$ cat config.mk
export PLATFORM = sky130hd
export DESIGN_NAME = store_serializer
export DESIGN_NICKNAME = d
export VERILOG_FILES = /design/src/rtl/store_pkg.sv /design/src/rtl/byte_lane_select.sv /design/src/rtl/store_serializer.sv
export SDC_FILE = /design/constraint.sdc
export NUM_CORES = 1
export LEC_CHECK = 0
export CAP_MARGIN = 20
export CORE_UTILIZATION = 51
export DETAILED_ROUTE_END_ITERATION = 8
export MAX_ROUTING_LAYER = met4
export PLACE_DENSITY_LB_ADDON = 0.2
export SYNTH_ARGS = -nofsm -noshare
export SYNTH_HDL_FRONTEND = slang
export SYNTH_SLANG_ARGS = --single-unit
$ cat constraint.sdc
create_clock -name clk -period 4.3 [get_ports clk]
set_input_delay 0.86 -clock clk [delete_from_list [all_inputs] [get_ports clk]]
set_output_delay 0.86 -clock clk [all_outputs]
set_load 0.005 [all_outputs]
$ cat src/rtl/store_pkg.sv
// Shared types and helpers for the byte-serialising store path.
package store_pkg;

    typedef enum logic [1:0] {
        SIZE_BYTE = 2'b00,
        SIZE_HALF = 2'b01,
        SIZE_WORD = 2'b10,
        SIZE_ILL  = 2'b11
    } size_e;

    typedef enum logic [1:0] {
        IDLE  = 2'b00,
        WRITE = 2'b01,
        DONE  = 2'b10,
        ERROR = 2'b11
    } state_e;

    // Index of the final byte lane for a given store size.
    function automatic logic [1:0] size_to_last(input logic [1:0] size);
        logic [1:0] last;
        case (size)
            SIZE_BYTE: last = 2'd0;
            SIZE_HALF: last = 2'd1;
            SIZE_WORD: last = 2'd3;
            default:   last = 2'd0;
        endcase
        return last;
    endfunction

endpackage

$ cat src/rtl/byte_lane_select.sv
// Picks one little-endian byte lane out of a 32-bit word.
module byte_lane_select (
    input  logic [31:0] word_i,
    input  logic [1:0]  idx_i,
    output logic [7:0]  byte_o
);

    // 4:1 byte mux
    always_comb begin
        byte_o = 8'h00;
        case (idx_i)
            2'd0:    byte_o = word_i[7:0];
            2'd1:    byte_o = word_i[15:8];
            2'd2:    byte_o = word_i[23:16];
            2'd3:    byte_o = word_i[31:24];
            default: byte_o = 8'h00;
        endcase
    end

endmodule

$ cat src/rtl/store_serializer.sv
// Narrows an RV32 SB/SH/SW request into consecutive byte writes on an
// 8-bit memory port, rejecting illegal sizes and misaligned addresses.
module store_serializer
    import store_pkg::*;
#(
    parameter int ADDR_WIDTH = 32
) (
    input  logic                  clk,
    input  logic                  reset,
    input  logic                  req_valid,
    output logic                  req_ready,
    input  logic [ADDR_WIDTH-1:0] req_addr,
    input  logic [31:0]           req_data,
    input  logic [1:0]            req_size,
    output logic                  mem_we,
    output logic [ADDR_WIDTH-1:0] mem_addr,
    output logic [7:0]            mem_wdata,
    input  logic                  mem_ready,
    output logic                  done,
    output logic                  error
);

    state_e                state_q, state_d;
    logic [ADDR_WIDTH-1:0] addr_q, addr_d;
    logic [31:0]           data_q, data_d;
    logic [1:0]            idx_q, idx_d;
    logic [1:0]            last_q, last_d;
    logic                  reject_s;
    logic [7:0]            lane_byte_s;

    assign reject_s = (req_size == SIZE_ILL)
                   || ((req_size == SIZE_HALF) && req_addr[0])
                   || ((req_size == SIZE_WORD) && (req_addr[1:0] != 2'b00));

    byte_lane_select u_lane (
        .word_i (data_q),
        .idx_i  (idx_q),
        .byte_o (lane_byte_s)
    );

    // State and capture registers
    always_ff @(posedge clk) begin
        if (reset) begin
            state_q <= IDLE;
            addr_q  <= '0;
            data_q  <= 32'h0000_0000;
            idx_q   <= 2'd0;
            last_q  <= 2'd0;
        end else begin
            state_q <= state_d;
            addr_q  <= addr_d;
            data_q  <= data_d;
            idx_q   <= idx_d;
            last_q  <= last_d;
        end
    end

    // Next-state logic; captures only in IDLE so later input changes are ignored
    always_comb begin
        state_d = state_q;
        addr_d  = addr_q;
        data_d  = data_q;
        idx_d   = idx_q;
        last_d  = last_q;
        case (state_q)
            IDLE: begin
                if (req_valid) begin
                    addr_d  = req_addr;
                    data_d  = req_data;
                    idx_d   = 2'd0;
                    last_d  = size_to_last(req_size);
                    state_d = reject_s ? ERROR : WRITE;
                end else begin
                    state_d = IDLE;
                end
            end
            WRITE: begin
                if (mem_ready) begin
                    if (idx_q == last_q) begin
                        state_d = DONE;
                    end else begin
                        idx_d = idx_q + 2'd1;
                    end
                end else begin
                    state_d = WRITE;
                end
            end
            DONE:    state_d = IDLE;
            ERROR:   state_d = IDLE;
            default: state_d = IDLE;
        endcase
    end

    // Outputs decode purely from registered state and captured data
    always_comb begin
        req_ready = 1'b0;
        mem_we    = 1'b0;
        mem_addr  = '0;
        mem_wdata = 8'h00;
        done      = 1'b0;
        error     = 1'b0;
        case (state_q)
            IDLE:  req_ready = 1'b1;
            WRITE: begin
                mem_we    = 1'b1;
                mem_addr  = addr_q + {{(ADDR_WIDTH-2){1'b0}}, idx_q};
                mem_wdata = lane_byte_s;
            end
            DONE:    done  = 1'b1;
            ERROR:   error = 1'b1;
            default: req_ready = 1'b0;
        endcase
    end

endmodule

==> impl_metrics.toml <==
[logic_synthesis]
synth.ff_latch_count = 70
synth_top_area_share_pct = 38.46
synth_commonest_cells = "nand2_1 (143), a21oi_1 (93), dfxtp_1 (70)"
synth_top_family_by_area = "simple AND/OR/NAND/NOR gates"
yosys.area_share.simple_pct = 29.46
synth_compound_area_share_pct = 19.23
synth_fa_ha_area_share_pct = 3.640
synthCells = 507
synth_xor_area_share_pct = 3.365
synthMuxAreaShare_pct = 0.5495
yosysWarnings = 0
synthArstFlopShare_pct = 0
synth_edf_count = 0
ys_top_cells_by_area = "dfxtp_1 (38%), nand2_1 (15%), a21oi_1 (13%)"
synth.most_common_cell = "nand2_1"
ys.flop_type = "dfxtp_1"
avgSynthCellArea_sq_um = 7.186
synth_largest_area_cell = "dfxtp_1"
netlist_area_sq_mm = 0.003643
synthDistinctLibCells = 39
synth_nets = 587
yosysSeqAreaShare_pct = 38.46

[power]
power_switching_w = 0.0004392
power_frac_seq_pct = 49.8
netSwitchingFraction_pct = 29.40
cell_internal_pwr_w = 0.001054
p_leak_nw = 1.696
share_clk_of_total_power_pct = 31.6
comb_power_share_pct = 18.6
power.density_mw_per_mm2 = 298.6
vdd_drop_max_v = 0.0002320

[clocking]
h-tree-depth = 3
cts_root_buf = "clkbuf_8"
insertion_delay_ns = 0.35
hold_buffers = 0
cts_made_buffers = 9
cts_tree = "done"
clkTransAtPathRegs_ns = 0.08
cts.path.max_buffers = 2
numClockSinks = 70

[critical_path]
start_kind = "register"
end_kind = "output port"
worstPathRequired_ns = 3.44
critPathKind = "reg -> out"
arrival_ns = 3.24
path_max_fanout = 11

[run_status]
outcome = "completed"

[sta]
setup_viol = 0
finalCriticalPeriod_ns = 4.101
finalHoldViolations = 0
setup_ws_ns = 0.1994
slew_headroom_pct = 34.56
fin_crit_sh_pct = 95.36
fin_setup_tns_ns = 0
skew_ns = 0.006289
tightest_slew_ns = 0.9816
max_freq_ghz = 0.2439
rsz0062_at_grt = "false"
drv_slew = 0
whs_ns = 0.4583

[flow_run]
drv_cap = 0

[floorplanning]
dieHeight_microns = 86.52
pin_count = 114
row_count = 30
die_w_microns = 86.52
core_area_sq_mm = 0.006832
die_area_sq_mm = 0.007486
start_util_pct = 53.33

[global_route]
grt_max_degree = 71
grt_pass1_wl_microns = 16500
antenna_found_initial = 0
grt_overflow = 0
grt_pass1_vias = 3613
track_usage_pct = 28.74

[drt]
drt_iter0_markers = 273
vias = 3932
antenna_left = 0
drt_first_pass_iters = 6
wirelength_microns = 10070
wl_per_cell_microns = 14.32
avgViaCountPerCell = 5.593
drc = 0

[cells_and_area]
syn_to_final_growth_pct = 37.29
nets = 682
antenna_cells = 0
drive_gt1_share_pct = 5.107

[placement]
dp_slack_ns = 0.2968
dp_hpwl_microns = 7041
port_buffers = 113
place_congestion = 0.9195

[min_path]
hold_path_class = "reg -> reg"
[stage by stage]
stage / utilization, % / instances / instance area (sq um) / power (W)
4_1_cts: 72.77 / 699 / 4971 / 0.001493
2_1_floorplan: - / 507 / 3643 / 0.0008937
6_report: 73.22 / 703 / 5002 / 0.001494
5_1_grt: 73.22 / 703 / 5002 / 0.001562
3_5_place_dp: 70.15 / 683 / 4792 / 0.001032
3_3_place_gp: 69.85 / 682 / 4772 / 0.001017
[worst max-delay path, stage by stage, from the launching register on]
cell and delay (ns):
dfxtp_2 0.39, ha_1 0.20, fa_1 0.26, nand4_1 0.19, or4_4 0.66, or4_1 0.52
a21oi_1 0.16, clkdlybuf4s50_1 0.51
[repair_timing]
item | 4_1_cts | 5_1_grt
gates resized for setup | 1 | 1
setup buffers | 0 | 4
endpoints found under the setup margin | 3 | 3
pin swaps | 0 | 1
[layout make-up]
type / instances / area, sq um
Sequential cell: 70 / 1403
Clock inverter: 6 / 37.54
Inverter: 10 / 37.54
Tap cell: 96 / 120.1
Multi-Input combinational cell: 389 / 2061
Fill cell: 594 / 1829
Clock buffer: 10 / 137.6
Timing Repair Buffer: 122 / 1206
[worst paths after layout]
kind                            slack, ns           end  startpoint  cells after the start
worst max register to register       2.02      idx_q[1]  state_q[1]                      5
worst min-delay path                 0.46    data_q[11]  data_q[11]                      2
worst min register to register       0.46    data_q[11]  data_q[11]                      2
worst max-delay path                 0.20  mem_addr[28]    idx_q[0]                      7
[cells in the final DEF, fill, tap and decap left out, types with 8 or more instances in the layout]
cell / count
buf_4: 8
nand2_1: 142
o21ai_1: 8
nand3_1: 11
a21oi_1: 93
clkdlybuf4s50_1: 112
or3_1: 9
nor2_1: 32
inv_1: 10
nand4_1: 8
a222oi_1: 8
dfxtp_1: 69
xnor2_1: 11
or4_1: 8
ha_1: 9
clkbuf_8: 10
[cell families after synthesis]
| kind of cell | Yosys count |
|---|---|
| AO/OA/AOI/OAI | 125 |
| buffers and inverters | 48 |
| adder cells (fa/ha/maj) | 10 |
| XOR/XNOR | 14 |
| AND/OR/NAND/NOR | 238 |
| multiplexers | 2 |
| flip-flops | 70 |
[metal layers]
layer	track usage, %	share of wire [%]	vias to the layer above
met4	9.242	1.1	0
met2	46.32	49	151
met3	6.190	7.0	10
met5	-	0	-
li1	-	-	1926
met1	36.00	43	1845
[flip-flops by register name, indices dropped and copies added (netlist names)]
name and count:
addr_q 32, data_q 32, idx_q 2, last_q 2, state_q 2
[power by group through the flow]
stage          registers, W  logic, W  clock network [W]
2_1_floorplan      0.000741  0.000153                  0
3_3_place_gp       0.000752  0.000265                  0
3_5_place_dp       0.000756  0.000276                  0
4_1_cts            0.000742  0.000278           0.000474
5_1_grt            0.000750  0.000309           0.000503
6_report           0.000743  0.000278           0.000472
Note: power is estimated with default switching activity, not from simulation.
